$ cat src/rtl/seq_pkg.sv
// Shared definitions for the serial pattern generator and its matching detector.
//   seq_state_e    : generator FSM states
//   DefaultWidth   : default pattern length in bits
//   DefaultPattern : default serial pattern, sent MSB first
//   sat_inc()      : saturating increment for the frame counter
package seq_pkg;

  localparam int unsigned DefaultWidth = 6;
  localparam logic [DefaultWidth-1:0] DefaultPattern = 6'b101001;

  localparam int unsigned CountWidth = 4;
  localparam logic [CountWidth-1:0] CountMax = '1;

  typedef enum logic [1:0] {
    StIdle = 2'd0,
    StSend = 2'd1,
    StDone = 2'd2
  } seq_state_e;

  function automatic logic [CountWidth-1:0] sat_inc(input logic [CountWidth-1:0] val);
    return (val == CountMax) ? val : val + 1'b1;
  endfunction

endpackage

$ cat src/rtl/pattern_shifter.sv
// Bit-index walker over a constant pattern, MSB first.
//   clk_i     : clock, rising edge
//   rst_i     : asynchronous active-high reset, index returns to Width-1
//   load_i    : restart at the MSB
//   advance_i : step one bit toward bit 0, wrapping to the MSB after bit 0
//   bit_o     : pattern bit at the current index
//   last_o    : current index is bit 0 (the LSB of the frame)
// With neither load_i nor advance_i asserted the index holds.
module pattern_shifter
  import seq_pkg::*;
#(
  parameter int unsigned     Width   = DefaultWidth,
  parameter logic [Width-1:0] Pattern = DefaultPattern
) (
  input  logic clk_i,
  input  logic rst_i,
  input  logic load_i,
  input  logic advance_i,
  output logic bit_o,
  output logic last_o
);

  localparam int unsigned IdxW = (Width > 1) ? $clog2(Width) : 1;
  localparam logic [IdxW-1:0] LastIdx = IdxW'(Width - 1);

  logic [IdxW-1:0] idx_d, idx_q;

  always_comb begin
    idx_d = idx_q;
    if (load_i) begin
      idx_d = LastIdx;
    end else if (advance_i) begin
      idx_d = (idx_q == '0) ? LastIdx : idx_q - 1'b1;
    end
  end

  always_ff @(posedge clk_i or posedge rst_i) begin
    if (rst_i) begin
      idx_q <= LastIdx;
    end else begin
      idx_q <= idx_d;
    end
  end

  assign bit_o  = Pattern[idx_q];
  assign last_o = (idx_q == '0);

endmodule

$ cat src/rtl/sequence_generator.sv
// Burst serial pattern generator. On an accepted start it sends i_repeat+1
// back-to-back copies of PATTERN (MSB first), then pulses o_done for one cycle.
//   i_clk         : clock, rising edge
//   i_reset       : asynchronous active-high reset, aborts any burst
//   i_start       : begin a burst, only looked at in IDLE
//   i_repeat      : frames minus one, latched when the burst starts
//   i_hold        : stall transmission while high (SEND only)
//   o_data        : pattern bit, forced to 0 when not valid
//   o_valid       : o_data carries a pattern bit
//   o_busy        : burst in progress (SEND or DONE)
//   o_frame_end   : LSB of a frame is valid this cycle
//   o_done        : one-cycle pulse after the last bit of the last frame
//   o_frame_count : completed frames in the current/most recent burst, saturating
module sequence_generator
  import seq_pkg::*;
#(
  parameter int unsigned      WIDTH   = DefaultWidth,
  parameter logic [WIDTH-1:0] PATTERN = DefaultPattern
) (
  input  logic       i_clk,
  input  logic       i_reset,
  input  logic       i_start,
  input  logic [3:0] i_repeat,
  input  logic       i_hold,
  output logic       o_data,
  output logic       o_valid,
  output logic       o_busy,
  output logic       o_frame_end,
  output logic       o_done,
  output logic [3:0] o_frame_count
);

  seq_state_e state_d, state_q;
  logic [3:0] repeat_d, repeat_q;
  logic [3:0] count_d, count_q;
  logic       load, advance;
  logic       pat_bit, pat_last;

  pattern_shifter #(
    .Width  (WIDTH),
    .Pattern(PATTERN)
  ) u_shifter (
    .clk_i    (i_clk),
    .rst_i    (i_reset),
    .load_i   (load),
    .advance_i(advance),
    .bit_o    (pat_bit),
    .last_o   (pat_last)
  );

  always_comb begin
    state_d  = state_q;
    repeat_d = repeat_q;
    count_d  = count_q;
    load     = 1'b0;
    advance  = 1'b0;
    unique case (state_q)
      StIdle: begin
        if (i_start) begin
          state_d  = StSend;
          repeat_d = i_repeat;
          count_d  = '0;
          load     = 1'b1;
        end
      end
      StSend: begin
        if (!i_hold) begin
          advance = 1'b1;
          if (pat_last) begin
            count_d = sat_inc(count_q);
            // Compare the pre-increment count so a 16-frame burst still ends
            // even though the counter saturates at 15.
            if (count_q == repeat_q) begin
              state_d = StDone;
            end
          end
        end
      end
      StDone: begin
        state_d = StIdle;
      end
      default: begin
        state_d = StIdle;
      end
    endcase
  end

  always_ff @(posedge i_clk or posedge i_reset) begin
    if (i_reset) begin
      state_q  <= StIdle;
      repeat_q <= '0;
      count_q  <= '0;
    end else begin
      state_q  <= state_d;
      repeat_q <= repeat_d;
      count_q  <= count_d;
    end
  end

  assign o_valid       = (state_q == StSend) && !i_hold;
  assign o_data        = o_valid && pat_bit;
  assign o_frame_end   = o_valid && pat_last;
  assign o_busy        = (state_q == StSend) || (state_q == StDone);
  assign o_done        = (state_q == StDone);
  assign o_frame_count = count_q;

endmodule

$ cat config.mk
export PLATFORM = sky130hd
export DESIGN_NAME = sequence_generator
export DESIGN_NICKNAME = d
export VERILOG_FILES = /design/src/rtl/seq_pkg.sv /design/src/rtl/pattern_shifter.sv /design/src/rtl/sequence_generator.sv
export SDC_FILE = /design/constraint.sdc
export NUM_CORES = 1
export LEC_CHECK = 0
export ABC_AREA = 0
export BUFFER_PORTS_ARGS = -buffer_cell sky130_fd_sc_hd__buf_2
export CAP_MARGIN = 10
export CORE_MARGIN = 4
export CORE_UTILIZATION = 55
export DETAILED_ROUTE_END_ITERATION = 8
export GPL_ROUTABILITY_DRIVEN = 0
export PLACE_DENSITY = 0.81
export SKIP_CTS_REPAIR_TIMING = 1
export SYNTH_ARGS = -nofsm -noshare
export SYNTH_HDL_FRONTEND = slang
export SYNTH_SLANG_ARGS = --single-unit
$ cat constraint.sdc
create_clock -name i_clk -period 5.1 [get_ports i_clk]
set_input_delay 0.51 -clock i_clk [delete_from_list [all_inputs] [get_ports i_clk]]
set_output_delay 0.51 -clock i_clk [all_outputs]
set_load 0.02 [all_outputs]
---- Yosys cells after proc, flatten, opt, wreduce, memory -nomap -nowiden ----
Memory sizes are Yosys's and may differ from the RTL's.
Index checks and enable logic that the tools add are counted.
word-level totals
  register bits ........................... 13
  memory bits (read-only) ................. 8
  input port bits ......................... 8
  output and inout bits ................... 9
  logic and storage cells ................. 47
  memories ................................ 1
operators by class
  $add $sub $neg .......................... 2
  order comparisons ....................... 1
  equality and inequality tests ........... 9
  multiplexer cells ....................... 18
  reductions and logical operators ........ 12
memory list
  name             words  width  rd ports  clocked after Yosys merged registers in  write ports  RTL line               RTL
  (no name shown)  8      1      1         0                                        0            pattern_shifter.sv:45  assign bit_o = Pattern[idx_q];
operators by type and width
  kind                                                         count
  two-way mux 4 bit                                            4
  != test 2 bit (second input constant)                        5
  two-way mux 3 bit                                            3
  two-way mux 2 bit                                            4
  one-hot mux 4 bit (2 select lines)                           1
  two-way mux 1 bit                                            5
  AND reduction 5 bit                                          1
  adder 4 x 1 -> 4 bit (second input constant)                 1
  equality test 4 bit                                          1
  equality test 4 bit (second input constant)                  1
  less-than comparator 3 x 4 -> 1 bit (second input constant)  1
  one-hot mux 2 bit (2 select lines)                           1
  AND reduction 4 bit                                          1
  nonzero test 2 bit                                           2
  logical AND 1 bit                                            3
  zero test 3 bit                                              1
  subtractor 3 x 1 -> 3 bit (second input constant)            1
  equality test 2 x 1 -> 1 bit (second input constant)         1
  equality test 2 bit (second input constant)                  1
  zero test 2 bit                                              1
  AND reduction 2 bit                                          1
  zero test 1 bit                                              1
  logical OR 1 bit                                             1

---- Logic depth before layout (Yosys ltp) ----
  depth in word-level cells ............... 5
  mapped depth ............................ 7
  depth with buffers taken out ............ 7

---- Cells and area by module ----
Synthesis repeated with hierarchy kept, for this count alone.
unflattened totals
  cell total of the unflattened synthesis .. 75
  area, all modules ....................... 820.8 µm²
modules (own cells, without submodules)
  module              instances  cells an instance  area each (µm²)  seq. area each (µm²)
  sequence_generator  1          57                 635.6            250.2
  pattern_shifter     1          18                 185.2            77.6

---- Worst setup path after synthesis ----
Ideal clock, no wire load.
  kind .................................... reg2out
  start point ............................. register u_shifter.idx_q[0]
  end point ............................... output port o_data
  data arrival time ....................... 1.275 ns
  data required time ...................... 4.590 ns
  setup slack ............................. 3.315 ns
  cell stages (with the launch flop) ...... 6
  buffers on the path ..................... 0
  path through ............................ dfstp_2 > inv_1 > ha_1 > nor2_1 > a21oi_1 > nor2_1
between the ends
  word-level cells in the longest chain between the ends .. 3
ends and longest elaborated chain
  item                                     RTL line                   RTL
  start: declaration                       pattern_shifter.sv:26      logic [IdxW-1:0] idx_d, idx_q;
  start signal: assignment                 pattern_shifter.sv:39      idx_q <= LastIdx;
  start signal: assignment                 pattern_shifter.sv:41      idx_q <= idx_d;
  memory (8 x 1 bit)                       n/a
  two-way mux 1 bit (implied by the code)  pattern_shifter.sv:45
  logical AND 1 bit                        sequence_generator.sv:101  assign o_data = o_valid && pat_bit;
  end: declaration                         sequence_generator.sv:25   output logic o_data,
No other way between the ends. The select of a mux whose other input is x is not followed.

---- Final worst setup path ----
  start point ............................. register state_q[1]
  end point ............................... output port o_data
between the ends
  word-level cells in the longest chain between the ends .. 3
ends and longest elaborated chain
  item                          RTL line                   RTL
  start: declaration            sequence_generator.sv:33   seq_state_e state_d, state_q;
  start signal: assignment      sequence_generator.sv:90   state_q <= StIdle;
  start signal: assignment      sequence_generator.sv:94   state_q <= state_d;
  equality test 2 x 1 -> 1 bit  sequence_generator.sv:100  assign o_valid = (state_q == StSend) && !i_hold;
  logical AND 1 bit             sequence_generator.sv:100
  logical AND 1 bit             sequence_generator.sv:101
No other way between the ends.

==> results.sh <==
export IMPL_clock_sink_count=13
export IMPL_worst_pin_slew_ns=0.500
export IMPL_hold_viol_final=0
export IMPL_hpwlAfterDp_um=1250
export IMPL_leakage_nw=0.458
export IMPL_synthesis_nets=93
export IMPL_cts_tree="built"
export IMPL_route_vias_total=625
export IMPL_setup_violations=0
export IMPL_max_cap_violations=0
export IMPL_slew_limit_headroom=0.667
export IMPL_p_comb_frac=0.537
export IMPL_placed_cells_incl_taps=108
export IMPL_grt_first_pass_wirelength_um=2660
export IMPL_share_of_layout_cells_above_drive_strength_1=0.320
export IMPL_grt_total_usage=0.175
export IMPL_final_max_slew_viol_count=0
export IMPL_number_of_primary_i_o_pins=17
export IMPL_chipWidth_um=45.8
export IMPL_dr_first_iter_drc_count=23
export IMPL_setup_worst_path_class="flop to output pin"
export IMPL_grt_setup_unrepaired="no"
export IMPL_clock_fmax_mhz=469
export IMPL_root_buffer="sky130_fd_sc_hd__clkbuf_4"
export IMPL_dp_worst_setup_slack_ns=3.19
export IMPL_path_clk_slew_ns=0.08
export IMPL_area_growth_syn_to_layout_pct=15.9
export IMPL_finalWorstPathRequiredPeriod_ns=2.13
export IMPL_ys_seq_elements=13
export IMPL_power_density_cell_area_nw_per_um2=608
export IMPL_die_height_um=45.8
export IMPL_post_synth_mux_area_share=0.0859
export IMPL_yosysWarningCount=0
export IMPL_pin_count_of_the_biggest_net_entering_global_routing=14
export IMPL_synth_yosys_seq_area_share=0.417
export IMPL_initial_core_util=0.597
export IMPL_cp_start_kind="flop"
export IMPL_post_synth_instance_area_um2=787
export IMPL_synth_compound_area_frac=0.116
export IMPL_row_count=13
export IMPL_fraction_of_synthesized_cell_area_in_xor_and_xnor_cells=0.0445
export IMPL_final_antenna_diode_count=0
export IMPL_hold_worst_slack_ns=0.246
export IMPL_tritoncts_num_buffers=3
export IMPL_htree_num_levels=1
export IMPL_ir_worst_vdd_uv=417
export IMPL_crit_required_ns=4.59
export IMPL_finalClockSkew_ns=0.00632
export IMPL_fillers=111
export IMPL_worst_slack_ns=2.97
export IMPL_power_share_sequential=0.349
export IMPL_drt_drc_violations_left=0
export IMPL_p_sw_frac=0.424
export IMPL_drtPass1Iterations=4
export IMPL_dieArea_um2=2100
export IMPL_finalNonFillerCells=112
export IMPL_arrival_ns=1.62
export IMPL_synth_top_family_by_area="simple AND/OR/NAND/NOR gates"
export IMPL_synth_simple_area_share=0.181
export IMPL_final_nets=114
export IMPL_crit_path_end_kind="output pin"
export IMPL_status="finished, final reports clean"
export IMPL_critical_path_maximum_fanout=9
export IMPL_antenna_violating_nets_post_route=0
export IMPL_hp_class="input pin to async pin"
export IMPL_synth_avg_cell_area_um2=10.2
export IMPL_final_setup_tns_ns=0
export IMPL_finalCritPeriodShare=0.418
export IMPL_power_net_switching_mw=0.235
export IMPL_drt_wirelength_per_cell_um=14.1
export IMPL_core_um2=1320
export IMPL_power_report_internal_total_mw=0.320
export IMPL_numPortBuffers=16
export IMPL_synth_fa_ha_area_frac=0.127
export IMPL_cts_root_to_sink_buffers=2
export IMPL_post_synth_num_cell_types=26
export IMPL_number_of_global_route_vias_before_repair=654
export IMPL_overflow=0
export IMPL_drt_vias_per_instance=5.58
export IMPL_post_synth_inst_count=77
export IMPL_number_of_antenna_violations_at_the_first_check_in_global_routing=0
export IMPL_clkLatencyLatePin_ns=0.27
export IMPL_clkPwrFrac=0.114
export IMPL_totalWireLength_um=1580
==> synthesized netlist by cell type <==
cell type,number,share of area
sky130_fd_sc_hd__a21o_2,1,0.011
sky130_fd_sc_hd__nor4_1,1,0.0080
sky130_fd_sc_hd__nand2b_4,1,0.017
sky130_fd_sc_hd__nor3b_1,1,0.0095
sky130_fd_sc_hd__nand2b_1,2,0.016
sky130_fd_sc_hd__nor2b_1,1,0.0080
sky130_fd_sc_hd__a211o_1,1,0.011
sky130_fd_sc_hd__nand2_1,6,0.029
sky130_fd_sc_hd__o21ai_0,7,0.045
sky130_fd_sc_hd__or2_4,1,0.011
sky130_fd_sc_hd__xnor2_1,4,0.045
sky130_fd_sc_hd__and3b_1,1,0.011
sky130_fd_sc_hd__or3b_2,1,0.011
sky130_fd_sc_hd__ha_1,8,0.13
sky130_fd_sc_hd__dfrtp_1,11,0.35
sky130_fd_sc_hd__inv_1,6,0.029
sky130_fd_sc_hd__nor2_1,5,0.024
sky130_fd_sc_hd__a221o_1,1,0.013
sky130_fd_sc_hd__nand4_1,2,0.016
sky130_fd_sc_hd__o31ai_1,1,0.0095
sky130_fd_sc_hd__o22ai_1,1,0.0080
sky130_fd_sc_hd__mux2_2,6,0.086
sky130_fd_sc_hd__and2_1,1,0.0080
sky130_fd_sc_hd__a21oi_1,3,0.019
sky130_fd_sc_hd__nand3_1,2,0.013
sky130_fd_sc_hd__dfstp_2,2,0.067
==> state kept, by name, indices dropped and copies added (netlist names) <==
name	cells
u_shifter.idx_q	3
repeat_q	4
state_q	2
o_frame_count	4
==> logic make-up after synthesis <==
kind of cell / Yosys count
compound gates: 15
xor+xnor: 4
fa+ha+maj: 8
buf+inv: 6
flops: 13
mux: 6
simple gates: 25
==> critical path, stage by stage, from the launching register on <==
cell	delay (ns)
sky130_fd_sc_hd__dfrtp_1	0.40
sky130_fd_sc_hd__inv_1	0.13
sky130_fd_sc_hd__ha_1	0.32
sky130_fd_sc_hd__nand2b_1	0.21
sky130_fd_sc_hd__nor2_1	0.13
sky130_fd_sc_hd__buf_2	0.16
==> through the flow <==
stage / area, µm² / power [mW] / util
global route: 912 / 0.603 / 0.692
detailed placement: 886 / 0.496 / 0.672
global placement: 886 / 0.477 / 0.672
floorplan: 787 / 0.421 / -
CTS: 912 / 0.562 / 0.692
finish: 912 / 0.554 / 0.692
==> final cells by class <==
type | instances | area, µm² | area share
clock buffer | 4 | 26.3 | 0.0288
inverter | 6 | 22.5 | 0.0247
multi-input combinational | 58 | 437 | 0.479
sequential | 13 | 328 | 0.359
tap | 15 | 18.8 | 0.0206
timing repair buffer | 16 | 80.1 | 0.0878
==> layer usage <==
layer  GRT usage  vias to the layer above  part of all wire
met5           0                        -                 0
met4      0.0511                        0            0.0069
met3      0.0277                        4             0.041
met2       0.323                       16              0.54
met1       0.203                      295              0.41
li1            -                      310                 -
==> worst paths after layout <==
kind | end | startpoint | cells past startpoint | slack, ns
min reg2reg | state_q[1] | state_q[1] | 1 | 0.55
max in group asynchronous | u_shifter.idx_q[0] | i_reset | 2 | 4.49
max reg2reg | o_frame_count[2] | state_q[0] | 6 | 3.20
max | o_data | state_q[1] | 5 | 2.97
min in group i_clk | u_shifter.idx_q[1] | i_start | 2 | 0.45
min | repeat_q[3] | i_reset | 2 | 0.25
==> power by group through the flow <==
stage                     registers (mW)  logic (mW)  clock network [mW]
after global routing               0.200       0.332              0.0712
after global placement             0.192       0.284                   0
after detailed placement           0.196       0.301                   0
after floorplan                    0.196       0.226                   0
final                              0.194       0.298              0.0631
after CTS                          0.194       0.303              0.0661
==> placed cells by master, fill, tap and decap left out, types with 2 or more instances in the layout <==
cell type,Yosys,layout
sky130_fd_sc_hd__nand4_1,2,2
sky130_fd_sc_hd__xnor2_1,4,4
sky130_fd_sc_hd__clkbuf_4,0,3
sky130_fd_sc_hd__nand2b_1,2,2
sky130_fd_sc_hd__buf_2,0,16
sky130_fd_sc_hd__nand3_1,2,2
sky130_fd_sc_hd__dfrtp_1,11,11
sky130_fd_sc_hd__o21ai_0,7,7
sky130_fd_sc_hd__inv_1,6,6
sky130_fd_sc_hd__a21oi_1,3,3
sky130_fd_sc_hd__nor2_1,5,5
sky130_fd_sc_hd__mux2_2,6,6
sky130_fd_sc_hd__nand2_1,6,6
sky130_fd_sc_hd__ha_1,8,8
sky130_fd_sc_hd__dfstp_2,2,2
No activity file was read; power rests on OpenSTA's default activity.
